File: src/rtl/raw_pack.sv
// raw_pack: packs 1bpp/2bpp MSB-first pixels into bytes and queues them in a small valid/ready FIFO.
// Build option RAW_PACK_FLUSH_EN: LineEnd pushes a zero-padded partial byte instead of discarding it.
module raw_pack #(
  parameter int DEPTH = 2
) (
  input  logic       Clk,
  input  logic       nReset,
  input  logic [1:0] Pixel,
  input  logic       PixelValid,
  input  logic       Divider,
  input  logic       LineEnd,
  output logic [7:0] Data,
  output logic       DataValid,
  input  logic       DataReady,
  output logic       Overflow,
  input  logic       ClearOvf
);

  localparam int AW = $clog2(DEPTH);

  logic [7:0]  r_acc;
  logic [2:0]  r_cnt;
  logic        r_mode;
  logic [7:0]  r_mem [DEPTH];
  logic [AW:0] r_wrPtr;
  logic [AW:0] r_rdPtr;
  logic        r_ovf;

  logic        w_mode;
  logic [7:0]  w_accPix;
  logic [3:0]  w_cntSum;
  logic [2:0]  w_cntPix;
  logic        w_complete;
  logic        w_lineCut;
  logic        w_push;
  logic [7:0]  w_pushData;
  logic [7:0]  w_accNext;
  logic [2:0]  w_cntNext;
  logic        w_empty;
  logic        w_full;
  logic        w_pop;
  logic        w_write;
  logic        w_drop;

  // Pixel is packed first; a LineEnd then acts on whatever partial byte remains.
  always_comb begin
    w_mode   = r_mode;
    w_accPix = r_acc;
    w_cntSum = {1'b0, r_cnt};
    if (PixelValid) begin
      if (r_cnt == 3'd0) begin
        w_mode = Divider;
      end
      if (w_mode) begin
        w_accPix = {r_acc[5:0], Pixel};
        w_cntSum = {1'b0, r_cnt} + 4'd2;
      end else begin
        w_accPix = {r_acc[6:0], Pixel[0]};
        w_cntSum = {1'b0, r_cnt} + 4'd1;
      end
    end
    w_cntPix   = w_cntSum[2:0];
    w_complete = w_cntSum[3];
    w_lineCut  = LineEnd && !w_complete && (w_cntPix != 3'd0);

    w_push     = w_complete;
    w_pushData = w_accPix;
    w_accNext  = w_complete ? 8'h00 : w_accPix;
    w_cntNext  = w_cntPix;
    if (w_lineCut) begin
      w_accNext = 8'h00;
      w_cntNext = 3'd0;
`ifdef RAW_PACK_FLUSH_EN
      w_push     = 1'b1;
      w_pushData = w_accPix << (4'd8 - {1'b0, w_cntPix});
`endif
    end
  end

  assign w_empty = (r_wrPtr == r_rdPtr);
  assign w_full  = (r_wrPtr[AW] != r_rdPtr[AW]) &&
                   (r_wrPtr[AW-1:0] == r_rdPtr[AW-1:0]);
  assign w_pop   = !w_empty && DataReady;
  // A pop in the same cycle frees the slot, so a push into a full FIFO is only dropped without one.
  assign w_write = w_push && (!w_full || w_pop);
  assign w_drop  = w_push && w_full && !w_pop;

  always_ff @(posedge Clk or negedge nReset) begin
    if (!nReset) begin
      r_acc   <= 8'h00;
      r_cnt   <= 3'd0;
      r_mode  <= 1'b0;
      r_wrPtr <= '0;
      r_rdPtr <= '0;
      r_ovf   <= 1'b0;
    end else begin
      r_acc  <= w_accNext;
      r_cnt  <= w_cntNext;
      r_mode <= w_mode;
      if (w_write) begin
        r_wrPtr <= r_wrPtr + 1'b1;
      end
      if (w_pop) begin
        r_rdPtr <= r_rdPtr + 1'b1;
      end
      if (w_drop) begin
        r_ovf <= 1'b1;
      end else if (ClearOvf) begin
        r_ovf <= 1'b0;
      end
    end
  end

  always_ff @(posedge Clk) begin
    if (w_write) begin
      r_mem[r_wrPtr[AW-1:0]] <= w_pushData;
    end
  end

  assign Data      = w_empty ? 8'h00 : r_mem[r_rdPtr[AW-1:0]];
  assign DataValid = !w_empty;
  assign Overflow  = r_ovf;

endmodule

File: config.mk
export PLATFORM = sky130hd
export DESIGN_NAME = raw_pack
export DESIGN_NICKNAME = d
export VERILOG_FILES = /design/src/rtl/raw_pack.sv
export SDC_FILE = /design/constraint.sdc
export NUM_CORES = 1
export LEC_CHECK = 0
export ABC_CLOCK_PERIOD_IN_PS = 4200
export BUFFER_PORTS_ARGS = -buffer_cell sky130_fd_sc_hd__clkbuf_2
export CAP_MARGIN = 20
export CELL_PAD_IN_SITES_DETAIL_PLACEMENT = 1
export CELL_PAD_IN_SITES_GLOBAL_PLACEMENT = 1
export CORE_AREA = 2 2 63 65
export DETAILED_ROUTE_END_ITERATION = 8
export DIE_AREA = 0 0 65 67
export PLACE_DENSITY_LB_ADDON = 0.1
export SYNTH_ARGS = -nofsm -noshare
export SYNTH_HDL_FRONTEND = slang
export SYNTH_SLANG_ARGS = --single-unit
File: constraint.sdc
create_clock -name Clk -period 4.2 [get_ports Clk]
set_input_delay 0 -clock Clk [delete_from_list [all_inputs] [get_ports Clk]]
set_output_delay 0 -clock Clk [all_outputs]
set_load 0.01 [all_outputs]
Word level (Yosys, flattened, before mapping). Memories as Yosys holds them, arrays and structs flattened. Cells that the tools add are included.

Register bits after elaboration: 17. Latch bits: 0. RAM bits: 16. Memory bits (read-only): 0. Input bits: 9. Output and inout bits: 10. Memories kept: 1.

$add $sub $neg: 4. Multiply operators: 0. Divide/modulo/power cells: 0. Magnitude comparators: 0. Equal/unequal tests: 3. Shifts and indexed selects: 0. Mux-type cells: 14. Bitwise logic cells: 0. Reduce and logical (&&, ||, !) cells: 15.

Memories: r_mem (depth 2, width 8, read ports 1, clocked after Yosys merged registers in 0, wr ports 1, line 24) `logic [7:0] r_mem [DEPTH];`.

Operators with widths (count): 8-bit 2-to-1 mux (5); 4-bit 2-to-1 mux (2); 1-bit logical AND (7); 1-bit 2-to-1 mux (6); 2-bit by 1-bit adder with 2-bit output (second input constant) (2); 3-bit by 1-bit adder with 4-bit output (second input constant) (1); 3-bit by 2-bit adder with 4-bit output (second input constant) (1); 1-bit zero test (4); 3-bit zero test (1); 3-bit 2-to-1 mux (1); 3-bit nonzero test (1); 2-bit == test (1); 2-bit nonzero test (1); 1-bit == test (1); 1-bit logical OR (1); 1-bit != test (1).

Logic depth before layout (Yosys ltp). Gate-level depths: netlist (run 1).

Depth after elaboration: 9. Depth in mapped cells: 8. Depth with buffers taken out: 7.

Worst setup path before layout (run 1). No wires, ideal clock.

Kind: reg2reg. From: register r_cnt[0]. To: memory r_mem[0][0], enable pin. Setup time: 385 ps. Arrival time: 1967 ps. Setup slack: 1848 ps. Stages on the path, launching flop included: 7. Path buffers: 0. Path through: dfrtp_1 inv_2 ha_1 nor2b_1 o21a_4 a21o_2 nor3_1.

Word-level cells in the longest chain between the ends: 8. Elaborated cells on any way between the ends: 10.

Ends and longest elaborated chain: from (decl) (line 22) `logic [2:0] r_cnt;`; from (signal assigned) (line 98) `r_cnt <= w_cntNext;`; parallel branches: the longest is 3 deep, another holds 3-bit by 1-bit adder with 4-bit output; 4-bit 2-to-1 mux (*) (line 54) `if (w_mode) begin`; 4-bit 2-to-1 mux (*) (line 50) `if (PixelValid) begin`; 1-bit logical AND (*) (line 85) `assign w_write = w_push && (!w_full || w_pop);`; 1-bit 2-to-1 mux (*) (line 115) `if (w_write) begin`; 1-bit 2-to-1 mux (implied by the code) (*) (line 116) `r_mem[r_wrPtr[AW-1:0]] <= w_pushData;`; to (decl) (line 24).

Every way passes the cells marked *. The select of a mux whose other input is x is not followed.

Worst setup path after layout (run 1).
From: register r_cnt[0]. To: memory r_mem[1][5], enable pin.

Same word-level chain as after synthesis.

==> results by group, run 1 <==
Clocking
  • Worst skew pair latency: 0.29 ns
  • Clock buffer depth: 2
  • CTS Hold Buffers Added: 3
  • Post-CTS Repair Setup Buffers: 0
  • H-tree levels: 2
  • CTS Buf Count: 5
  • CTS root buf: clkbuf_8
  • Clock Sinks: 33
  • CTS tree: done
  • Clock Pin Slew Worst Setup and Hold Paths: 0.07 ns
  • Post-CTS Resized: 0

Min path
  • Hold path startpoint: Pixel[0]
  • Hold path depth: 2
  • Hold WC Path Type: in2reg
  • WHS Endpoint: r_mem[0][0]

Worst setup path
  • Startpoint types: flip-flop
  • Max FO, Critical Path: 14
  • Critical Path AT: 2.38 ns
  • Crit path capture type: flip-flop
  • R2R depth: 6
  • Crit-path cells: inv_2, ha_1, nor2b_1, o21a_4, a21o_2, nor3b_2
  • Reg2reg end: r_mem[1][5]
  • R2r startpoint: r_cnt[0]
  • CP max-delay cell: nor3b_2
  • R2R Setup Slk: 1.73 ns
  • Cell family with most CP delay: simple AND/OR/NAND/NOR gates
  • Critical Path Max Stage Delay: 0.60 ns
  • CP Class: reg2reg
  • Worst EP required: 4.11 ns
  • Critical path buffer and inverter count: 1

Yosys
  • Post-synth top area cell: edfxtp_1
  • Synth Register Bits: 33
  • Synth Area per Inst: 11.8 um^2
  • Ys flop type: dfrtp_1
  • Mapped Area: 1710 um^2
  • Area contributors post-synth: edfxtp_1 (28%), dfrtp_1 (25%), mux2i_1 (8.8%)
  • Post-synth top area share: 28.2%
  • Mapped Nets: 157
  • Synth unique cells: 40
  • FFs w/ async S/R, synth: 51.5%
  • Syn Inst Count: 145
  • Sequential share of the synthesized area: 53.1%
  • Number of synthesized flops with an enable pin: 16
  • YS warnings: 0

Routing
  • Post-route ant nets: 0
  • Total wire length: 3400 um
  • Vias per cell: 5.41
  • Post-DR wirelength/cell: 15.7 um
  • DR iter-0 viols: 11
  • First drt pass iteration count: 4
  • DR DRC count: 0
  • Vias: 1169

Floorplan
  • Die Ht: 67 um
  • Initial core utilization: 47.3%
  • Die ar.: 4360 um^2
  • Io pins: 19
  • Core area: 3610 um^2
  • Row Count: 22
  • Die Wd: 65 um

STA
  • Hold_ws: 0.0674 ns
  • Final Hold Fails: 0
  • Worst slew margin relative to its limit: 51.5%
  • Unrepaired setup endpoints after global routing: false
  • Min cycle time layout: 2.47 ns
  • Tcrit/Tclk final: 58.8%
  • Final setup viols: 0
  • Skew final: 0.00923 ns
  • Setup TNS: 0 ns
  • Fmax: 405 MHz
  • Slew Limit Fails: 0
  • Measured slew at the worst slew-check pin: 0.728 ns

Placement
  • Port Buffer Count: 18
  • GP Congestion: 0.874
  • HPWL after DPL: 2420 um

Outcome
  • Status: finished clean

Power and ir drop
  • VDD IR max: 0.000292 V
  • PwrDens: 605 nW/um^2
  • Leak: 0.000823 uW

Global routing
  • Initial antenna violation count: 0
  • Number of global-route vias before repair: 1155
  • Largest net degree at the start of global routing: 35
  • GRT Util Overall: 17.6%
  • GRT overflow: 0
  • Global-route wire length before repair: 5560 um

Flow run
  • Max-Cap Viols: 0

Layout
  • Nets@finish: 179
  • # diodes: 0
  • Share of cells above drive strength 1: 23.8%
  • Area delta synth->final: 13.8%
## synthesized netlist by cell type, drive strengths merged, types with 2 or more instances
| library cell | instances |
|---|---|
| a211oi | 7 |
| a21boi | 8 |
| a21oi | 11 |
| buf | 4 |
| clkbuf | 3 |
| dfrtp | 17 |
| edfxtp | 16 |
| ha | 3 |
| inv | 7 |
| mux2 | 2 |
| mux2i | 15 |
| nand2 | 6 |
| nor2 | 15 |
| nor2b | 2 |
| nor3 | 3 |
| o21a | 2 |
| o21ai | 3 |
| xnor2 | 4 |
| xor2 | 2 |
## placed cells by master (no fill, tap or decap), types with 5 or more instances in the layout
master and count:
a211oi_1 7, edfxtp_1 16, clkbuf_2 18, mux2i_1 15
inv_1 6, a21oi_1 11, nor2_1 15, nand2_1 6
clkbuf_8 5, a21boi_1 6, dfrtp_1 17
## logic make-up after synthesis
logic type               count (synthesis)  share of synthesized area [%]
adder cells (fa/ha/maj)                  3                           2.20
flip-flops                              33                           53.1
multiplexers                            17                           10.1
AO/OA/AOI/OAI                           37                           17.1
buffers and inverters                   14                           3.59
AND/OR/NAND/NOR                         35                           10.8
XOR/XNOR                                 6                           3.08
## area by class of cell
class / instances / area [um^2]
sequential: 33 / 906
tap: 48 / 60.1
fill: 388 / 1660
clock buffer: 6 / 72.6
multi-input combinational: 98 / 739
timing repair buffer: 22 / 128
clock inverter: 2 / 10.0
inverter: 7 / 26.3
## metrics by stage
| step | utilization, % | cell area (um^2) | total power, uW | instances | worst slack (ns) |
|---|---|---|---|---|---|
| final | 53.9 | 1940 | 1180 | 216 | 1.73 |
| after global routing | 53.9 | 1940 | 1250 | 216 | 1.58 |
| after CTS | 53.6 | 1930 | 1190 | 215 | 1.40 |
| after detailed placement | 50.5 | 1820 | 952 | 204 | 1.43 |
| after global placement | 50.5 | 1820 | 930 | 204 | 1.56 |
| after floorplan | - | 1710 | 838 | 145 | 1.85 |
## layer usage
layer,wire [um],track usage (%),vias to the layer above
li1,-,-,572
met1,1610,22.1,569
met2,1620,29.1,20
met3,100,3.55,8
met4,65,7.98,0
met5,0,0,-
## how the worst max path moves through the flow
stage | slack [ns] | endpoint | startpoint | cells after the start
2_1_floorplan | 1.85 | r_mem[0][0] | r_cnt[0] | 6
3_3_place_gp | 1.56 | r_mem[0][7] | r_cnt[0] | 6
3_5_place_dp | 1.43 | r_mem[0][6] | r_cnt[0] | 6
4_1_cts | 1.40 | r_mem[0][5] | r_cnt[0] | 6
5_1_grt | 1.58 | r_mem[1][4] | r_cnt[0] | 6
6_report | 1.73 | r_mem[1][5] | r_cnt[0] | 6
## flip-flops by register name, summed over array words and instances, names as in the netlist
| name | cells |
|---|---|
| r_acc | 8 |
| r_wrPtr | 2 |
| r_mem | 16 |
| r_cnt | 3 |
| r_mode | 1 |
| Overflow | 1 |
| r_rdPtr | 2 |
## where the power goes
| group | total, uW | internal (uW) | leakage [uW] | switching, uW |
|---|---|---|---|---|
| combinational | 482 | 216 | 0.000414 | 267 |
| sequential | 466 | 400 | 0.000364 | 66.7 |
| clock | 227 | 115 | 0.0000450 | 112 |
(Power assumes the default switching activity.)
==> inputs of run 2 (changes only) <==
- ABC_CLOCK_PERIOD_IN_PS: 4200 -> 2100
- CORE_AREA: 2 2 63 65 -> 2 2 68 70
- DIE_AREA: 0 0 65 67 -> 0 0 70 72
- clock period: 4.2 -> 2.1 ns (I/O delays scaled with it)
==> results by group, run 2 (synthesis gave the netlist of run 1 again) <==
Outcome
  • Status: finished clean

Power and ir drop
  • Switch Pwr: 920 uW (+110%)
  • Leak: 0.000873 uW (+6.1%)
  • Switch share: 37.6% (-0.30 points)
  • Combinational share of power: 44.3% (+3.3 points)
  • VDD IR max: 0.000436 V (+50%)
  • Clock power frac: 19.0% (-0.3 points)
  • Flop pwr share: 36.6% (-3.1 points)
  • PwrDens: 1190 nW/um^2 (+97%)
  • Cell-internal power: 1530 uW (+110%)

Routing
  • Vias per cell: 5.14 (-5.0%)
  • First drt pass iteration count: 2 (-2)
  • Total wire length: 3540 um (+4.3%)
  • Post-DR wirelength/cell: 15.5 um (-1.7%)
  • Post-route ant nets: 0 (unchanged)
  • DR DRC count: 0 (unchanged)
  • DR iter-0 viols: 48 (+37)
  • Vias: 1177 (+0.68%)

Global routing
  • Largest net degree at the start of global routing: 26 (-26%)
  • Global-route wire length before repair: 5910 um (+6.2%)
  • GRT Util Overall: 15.0% (-2.6 points)
  • Number of global-route vias before repair: 1206 (+4.4%)
  • GRT overflow: 0 (unchanged)
  • Initial antenna violation count: 0 (unchanged)

Floorplan
  • Initial core utilization: 40.0% (-7.3 points)
  • Die Wd: 70 um (+7.7%)
  • Io pins: 19 (unchanged)
  • Row Count: 24 (+9.1%)
  • Core area: 4260 um^2 (+18%)
  • Die Ht: 72 um (+7.5%)
  • Die ar.: 5040 um^2 (+16%)

Layout
  • Largest register FFs: 16 (unchanged)
  • Final std cells w/o fill: 229 (+6.0%)
  • Fillers: 471 (+21%)
  • # diodes: 0 (unchanged)
  • Commonest non-fill, non-tap cell in the layout: clkbuf_2
  • Most frequent cells in the layout: clkbuf_2 (18), dfrtp_1 (16), edfxtp_1 (16)
  • Area delta synth->final: 20.0%
  • Nets@finish: 188 (+5.0%)
  • Post-layout util: 48.0% (-5.8 points)
  • Share of cells above drive strength 1: 29.9% (+6.1 points)

Clocking
  • Clock Pin Slew Worst Setup and Hold Paths: 0.07 ns (about the same)
  • CTS tree: done
  • Clock Sinks: 33 (unchanged)
  • CTS Buf Count: 5 (unchanged)
  • CTS root buf: clkbuf_8
  • H-tree levels: 2 (unchanged)
  • Worst skew pair latency: 0.28 ns (about the same)
  • Clock buffer depth: 2 (unchanged)

STA
  • Tcrit/Tclk final: 97.5% (+39 points)
  • Unrepaired setup endpoints after global routing: true
  • Worst slew margin relative to its limit: 70.1% (+19 points)
  • Final worst slack: 0.0519 ns (-1.68 ns)
  • Measured slew at the worst slew-check pin: 0.448 ns (-0.279 ns)
  • Final Hold Fails: 0 (unchanged)
  • Min cycle time layout: 2.05 ns (-0.423 ns)
  • Final setup viols: 0 (unchanged)
  • Fmax: 488 MHz (+21%)
  • Slew Limit Fails: 0 (unchanged)
  • Skew final: 0.00765 ns (-0.00159 ns)

Placement
  • GP Congestion: 0.765 (-13%)
  • Setup slack at placement: 0.0269 ns (-1.40 ns)
  • Port Buffer Count: 18 (unchanged)
  • HPWL after DPL: 2650 um (+9.4%)
  • Placed Cells: 217 (+6.4%)

Worst setup path
  • CP Class: reg2reg
  • Critical Path AT: 2.04 ns (-0.34 ns)
  • Crit path capture type: flip-flop
  • Startpoint types: flip-flop
  • R2R Setup Slk: 0.05 ns (-1.68 ns)
  • Max FO, Critical Path: 9 (-5)
  • Worst EP required: 2.09 ns (-2.02 ns)

Flow run
  • Max-Cap Viols: 0 (unchanged)

Min path
  • Hold WC Path Type: in2reg
-- run 2: layout make-up --
| cell class | count | area [um^2] | share of cell area (%) |
|---|---|---|---|
| multi-input combinational | 98 | 756 | 36.9 |
| sequential | 33 | 907 | 44.3 |
| clock buffer | 5 | 68.8 | 3.36 |
| clock inverter | 3 | 17.5 | 0.855 |
| tap | 52 | 65.1 | 3.18 |
| inverter | 7 | 26.3 | 1.28 |
| timing repair buffer | 31 | 208 | 10.1 |
-- run 2: path summary, 6_finish.rpt --
path                            startpoint     endpoint  cells after the start
worst max-delay path              r_cnt[0]  r_mem[1][1]                      7
worst min register to register      r_mode       r_mode                      1
max in group asynchronous           nReset     r_cnt[0]                      2
worst max register to register    r_cnt[0]  r_mem[1][1]                      7
worst min-delay path              Pixel[0]  r_mem[1][0]                      2
min in group asynchronous           nReset       r_mode                      2
-- run 2: stage by stage --
stage          total power (uW)  cell area (um^2)  setup TNS (ns)  hold WS, ns
2_1_floorplan              1690              1720         -0.0683       -0.296
3_3_place_gp               1950              1920               0      -0.0275
3_5_place_dp               1990              1920               0      -0.0311
4_1_cts                    2470              2030               0       0.0639
5_1_grt                    2640              2050         -0.0564       0.0774
6_report                   2450              2050               0       0.0748
-- run 2: power by group through the flow --
stage / clock (uW) / sequential (uW) / combinational [uW]
6_report: 466 / 896 / 1080
2_1_floorplan: 0 / 881 / 806
4_1_cts: 480 / 895 / 1100
3_5_place_dp: 0 / 908 / 1080
3_3_place_gp: 0 / 901 / 1050
5_1_grt: 514 / 910 / 1210
-- run 2: timing repair --
| action | 4_1_cts | 5_1_grt |
|---|---|---|
| gates resized for setup | 0 | 2 |
| endpoints found under the hold margin | 19 | 0 |
| buffers inserted | 0 | 1 |
| hold buffers | 3 | 0 |
| setup endpoints to repair | 0 | 20 |
-- run 2: per-layer routing --
layer | up-vias | global-route usage [%] | routed length (um)
li1 | 586 | - | -
met2 | 12 | 25.7 | 1770
met1 | 577 | 19.9 | 1680
met4 | 0 | 3.21 | 12
met3 | 2 | 2.92 | 79
met5 | - | 0 | 0
-- run 2: critical path, stage by stage, from the launching register on --
cell,delay (ns)
dfrtp_2,0.42
inv_2,0.05
ha_1,0.20
nor2b_1,0.15
o21a_4,0.25
a21o_2,0.30
nor3b_4,0.23
buf_12,0.16
